==> src/rtl/mig_seq_eval.sv <==
// mig_seq_eval: runtime-programmable majority-inverter-graph evaluator, one node per clock.
// Define MIG_TT_EN to add the tt_mode/out_tt truth-table sweep.
module mig_seq_eval #(
  parameter  int NIN   = 4,
  parameter  int NODES = 6,
  localparam int SELW  = $clog2(NIN + NODES + 1),
  localparam int CW    = SELW + 1,
  localparam int AW    = $clog2(NODES + 1)
) (
  input  logic              clk,
  input  logic              rst_n,
  input  logic              cfg_we,
  input  logic [AW-1:0]     cfg_addr,
  input  logic [3*CW-1:0]   cfg_wdata,
  output logic              cfg_err,
  input  logic              in_valid,
  output logic              in_ready,
  input  logic [NIN-1:0]    in_x,
`ifdef MIG_TT_EN
  input  logic              tt_mode,
  output logic [2**NIN-1:0] out_tt,
`endif
  output logic              out_valid,
  input  logic              out_ready,
  output logic              out_y,
  output logic              busy
);

  localparam int KW = (NODES > 1) ? $clog2(NODES) : 1;
  localparam logic [KW-1:0] K_LAST = KW'(NODES - 1);

  typedef enum logic [1:0] {IDLE, EVAL, DONE} state_t;

  state_t           state, state_next;
  logic [3*CW-1:0]  node_cfg [NODES];
  logic [CW-1:0]    out_cfg;
  logic [NIN-1:0]   x_lat;
  logic [NODES-1:0] node_val, node_next;
  logic [KW-1:0]    k;
  logic [3*CW-1:0]  cur_cfg;
  logic [NIN-1:0]   eval_x;
  logic             maj_val, out_done, cfg_ok, last_step;
`ifdef MIG_TT_EN
  logic             tt_run;
  logic [NIN-1:0]   m;
  logic             tt_bit;
`endif

  // Operand decode: 0 = const, 1..NIN = inputs, then nodes; out-of-range selects read 0.
  function automatic logic op_val(input logic [CW-1:0] f, input logic [NIN-1:0] x,
                                  input logic [NODES-1:0] n);
    logic [SELW-1:0] sel;
    logic v;
    sel = f[SELW-1:0];
    v = 1'b0;
    for (int i = 0; i < NIN; i++)
      if (sel == SELW'(i + 1)) v = x[i];
    for (int i = 0; i < NODES; i++)
      if (sel == SELW'(NIN + 1 + i)) v = n[i];
    return v ^ f[CW-1];
  endfunction

  function automatic logic maj3(input logic a, input logic b, input logic c);
    return (a & b) | (a & c) | (b & c);
  endfunction

  always_comb begin
`ifdef MIG_TT_EN
    eval_x = tt_run ? m : x_lat;
`else
    eval_x = x_lat;
`endif
    cur_cfg = node_cfg[k];
    maj_val = maj3(op_val(cur_cfg[0 +: CW], eval_x, node_val),
                   op_val(cur_cfg[CW +: CW], eval_x, node_val),
                   op_val(cur_cfg[2*CW +: CW], eval_x, node_val));
    node_next = node_val;
    for (int i = 0; i < NODES; i++)
      if (k == KW'(i)) node_next[i] = maj_val;
    out_done = op_val(out_cfg, x_lat, node_val);
`ifdef MIG_TT_EN
    tt_bit = op_val(out_cfg, m, node_next);
    last_step = (k == K_LAST) && (!tt_run || (m == '1));
`else
    last_step = (k == K_LAST);
`endif
    cfg_ok = cfg_we && (state == IDLE) && (cfg_addr <= AW'(NODES));
  end

  always_ff @(posedge clk or negedge rst_n) begin
    if (!rst_n) state <= IDLE;
    else        state <= state_next;
  end

  always_comb begin
    state_next = state;
    case (state)
      IDLE:    if (in_valid) state_next = EVAL;
      EVAL:    if (last_step) state_next = DONE;
      DONE:    if (out_ready) state_next = IDLE;
      default: state_next = IDLE;
    endcase
  end

  always_comb begin
    in_ready  = (state == IDLE);
    busy      = (state != IDLE);
    out_valid = (state == DONE);
    out_y     = 1'b0;
    if (state == DONE) begin
`ifdef MIG_TT_EN
      out_y = tt_run ? out_tt[x_lat] : out_done;
`else
      out_y = out_done;
`endif
    end
  end

  // Config writes land on the same edge as an accept, so evaluation sees the new entry.
  always_ff @(posedge clk or negedge rst_n) begin
    if (!rst_n) begin
      for (int i = 0; i < NODES; i++) node_cfg[i] <= '0;
      out_cfg  <= '0;
      cfg_err  <= 1'b0;
      x_lat    <= '0;
      node_val <= '0;
      k        <= '0;
`ifdef MIG_TT_EN
      tt_run   <= 1'b0;
      m        <= '0;
      out_tt   <= '0;
`endif
    end else begin
      cfg_err <= cfg_we && !cfg_ok;
      if (cfg_ok) begin
        if (cfg_addr == AW'(NODES)) out_cfg <= cfg_wdata[CW-1:0];
        else                        node_cfg[cfg_addr] <= cfg_wdata;
      end
      case (state)
        IDLE: begin
          if (in_valid) begin
            x_lat    <= in_x;
            node_val <= '0;
            k        <= '0;
`ifdef MIG_TT_EN
            tt_run   <= tt_mode;
            m        <= '0;
`endif
          end
        end
        EVAL: begin
          node_val <= node_next;
          k        <= k + KW'(1);
          if (k == K_LAST) begin
            k <= '0;
`ifdef MIG_TT_EN
            // Sweep: record this minterm's result and restart the netlist for the next one.
            if (tt_run) begin
              out_tt[m] <= tt_bit;
              node_val  <= '0;
              m         <= m + NIN'(1);
            end
`endif
          end
        end
        default: ;
      endcase
    end
  end

endmodule

==> config.mk <==
export PLATFORM = sky130hd
export DESIGN_NAME = mig_seq_eval
export DESIGN_NICKNAME = d
export VERILOG_FILES = /design/src/rtl/mig_seq_eval.sv
export SDC_FILE = /design/constraint.sdc
export NUM_CORES = 1
export LEC_CHECK = 0
export BUFFER_PORTS_ARGS = -buffer_cell sky130_fd_sc_hd__buf_2
export CAP_MARGIN = 20
export CORE_AREA = 5 5 154 156
export DETAILED_ROUTE_END_ITERATION = 7
export DIE_AREA = 0 0 159 161
export SLEW_MARGIN = 20
export SYNTH_ARGS = -nofsm -noshare
export SYNTH_HDL_FRONTEND = slang
export SYNTH_SLANG_ARGS = --single-unit
==> constraint.sdc <==
create_clock -name clk -period 2.6 [get_ports clk]
set_clock_uncertainty 0.2 [all_clocks]
set_input_delay 0.52 -clock clk [delete_from_list [all_inputs] [get_ports clk]]
set_output_delay 0.52 -clock clk [all_outputs]
set_load 0.05 [all_outputs]
==> key figures <==
Global routing
  • Vias in the first global route: just under 4,000
  • GRT Total Usage: around a tenth
  • Initial antenna violation count: 2
  • Pin count of the biggest net entering global routing: 62
  • Global-route wire length before repair: 21,900 um
  • Gr ovfl total: 0

Logic synthesis
  • YS warnings: 0
  • Most used flip-flop cell after synthesis: dfrtp_1
  • Largest area contributor in the netlist: dfrtp_1
  • Mux cell area share after synthesis: between 30% and 40%
  • Yosys reg bits: 111
  • Synth Net Count: around 450
  • Post-Syn Area per Cell: 13.0 um^2
  • Post-Syn Area: 0.00542 mm^2
  • Post-synth ARST share: 100%
  • Synth top area share: 51.2%
  • Sequential area share after synthesis: 51.2%
  • Synth unique cells: 35
  • Count leader, synth: mux2_2
  • Synth Area in Adders: 0.485%
  • Mapped Cells: 417
  • Largest family of logic cells by synthesized area: multiplexers
  • EDFF count, synth: 0
  • Dominant cells by area after synthesis: dfrtp_1, mux2_2, mux2i_1, mux4_2, nand2_1
  • Compound-gate portion of the synthesized area: 5.26%
  • Simple-Gate Fraction of Synth Area: 6.62%
  • Commonest cells post-synth: mux2_2, dfrtp_1, mux2i_1
  • Synth Area in XOR/XNOR: less than 1%

Drt
  • TritonRoute pass-1 iters: 4
  • Post-Route WL: 13,200 um
  • Final ANT Viol Nets: 0
  • Initial drt markers: 151
  • Via count: 3,594
  • DR vias/cell: 4.59
  • Mean routed wirelength per cell: 16.9 um
  • # DRC: 0

Power
  • Pwr Density: 1320 mW/mm^2
  • Pwr Total: 8.80 mW
  • Peak supply drop: 546 uV
  • Leak Pwr: between 2 and 3 nW

Floorplan
  • Initial core utilization: 24.4%
  • Die height: 161 um
  • Core area: around 0.022 mm^2
  • Io pins: 32
  • Die W: roughly 160 um
  • Cell row count: 55
  • Die footprint: 0.0256 mm^2

Finish
  • Seq. cell area: 0.00278 mm^2
  • Net count, final: 521
  • Post-synthesis to final-layout area growth: 22.7%
  • Area of the multi-input gates: 0.00260 mm^2
  • Fillers: 2,237
  • Layout cells sized above 1: around 47%
  • Antenna Cells: 0

Clock network
  • Clk pin slew, worst setup/hold paths: 0.08 ns
  • TritonCTS clock tree: built
  • Max clock buf depth: 2
  • Cts bufs inserted: 9
  • Number of H-tree levels: 3
  • Clock sinks: 111
  • Skew-Pair Late Insertion Delay: 0.36 ns
  • Root Buffer: clkbuf_16

Critical path
  • Worst Setup End Kind: flop
  • Setup CP Type: reg2reg
  • CP startpoint kind: flop
  • CP arrival: 3.11 ns
  • CP Max Fanout: 7
  • Worst EP required: ~2.7 ns

Timing
  • Period utilization: 117%
  • Slew headroom: 68.8%
  • Worst-Margin Slew: roughly 0.47 ns
  • Fmax: 330 MHz
  • Final Max Tran Viols: 0
  • Final Hold Fails: 0
  • Final WS setup: -0.430 ns
  • RSZ-0062 raised after global routing: true
  • Fin crit period: 3.03 ns
  • Endpoints failing setup: 7
  • Setup TNS Final: -2.61 ns

Placed design
  • Hpwl dp: 9400 um
  • Gp weighted congestion: between 0.8 and 0.9
  • Buffers on Ports: 31

Outcome
  • Status: complete, but fails checks
  • Failing checks: setup timing

Worst hold path
  • HP Class: in2reg

Run
  • MaxCap Viol Count: 0
registers in the layout, indices dropped and copies added (netlist names):
signal,flops
node_cfg,90
node_val,6
out_cfg,5
eval_x,4
k,3
state,2
cfg_err,1
layout make-up:
class                      count  area share [%]
sequential                   111            41.8
inverter                       5           0.282
clock inverter                 4           0.809
timing repair buffer          82            8.99
tap                          285            5.36
clock buffer                  12            3.71
multi-input combinational    284            39.0
layout by cell type (no fill, tap or decap), drive strengths merged, types with 4 or more instances in the layout:
cell type	instances
buf	81
nand2b	6
mux2	118
mux4	8
inv	6
dfrtp	111
o211ai	4
nor2b	6
clkbuf	12
nor2	15
a21oi	9
mux2i	33
nand3	14
nand2	21
o22ai	4
o21ai	17
through the flow:
| step | utilization [%] | instances | instance area [um^2] | hold slack [ns] | setup WS [ns] |
|---|---|---|---|---|---|
| after floorplan | - | 417 | 5420 | 0.0244 | -0.284 |
| after global placement | 28.2 | 764 | 6260 | 0.258 | -0.395 |
| after detailed placement | 28.2 | 764 | 6260 | 0.265 | -0.470 |
| after CTS | 29.7 | 782 | 6610 | 0.161 | -0.398 |
| after global routing | 29.9 | 783 | 6650 | 0.183 | -0.559 |
| final | 29.9 | 783 | 6650 | 0.166 | -0.430 |
cell families (layout without fill, tap and decap cells):
logic type                 Yosys count  in the layout
muxes                              159            159
adders and majority gates            2              2
DFF                                111            111
AOI/OAI and AO/OA                   45             45
buffers and inverters               22            103
and+or+nand+nor                     74             74
xor gates and xnor gates             4              4
routing by layer:
layer	track usage [%]	up-vias	wire, um
met5	0	-	34
met4	3.64	4	205
met3	2.96	15	525
met2	17.4	63	6370
met1	13.7	1826	6070
li1	-	1686	-
worst max-delay path, cell delays in order (launching register included):
cell and delay [ns]:
dfrtp_2 0.49, buf_6 0.15, mux2_4 0.28, a222oi_1 0.35, buf_4 0.21, mux2i_1 0.20
mux2i_1 0.09, mux2i_1 0.14, o22ai_1 0.11, xor2_1 0.19, maj3_4 0.41, o21ai_2 0.13
path summary, 6_finish.rpt:
path | startpoint | endpoint | slack, ns | depth (start not counted)
max | k[1] | node_val[3] | -0.43 | 11
min | out_ready | state[1] | 0.17 | 2
max reg2reg | k[1] | node_val[3] | -0.43 | 11
min reg2reg | node_cfg[27] | node_cfg[27] | 0.30 | 1
max in group asynchronous | rst_n | k[2] | 1.09 | 3
min in group asynchronous | rst_n | node_cfg[25] | 0.44 | 2
report_power, final:
part | leakage [nW] | switching (mW) | internal (mW)
registers | 1.38 | 0.545 | 2.58
clock network | 0.145 | 0.620 | 0.780
logic | 1.46 | 1.93 | 2.34
timing repair:
action	in CTS	in global routing
pin swaps	9	10
hold endpoints to repair	26	0
endpoints found under the setup margin	7	7
setup buffers	1	1
gates resized for setup	10	10
hold buffers	1	0
No activity file was read; power rests on OpenSTA's default activity.
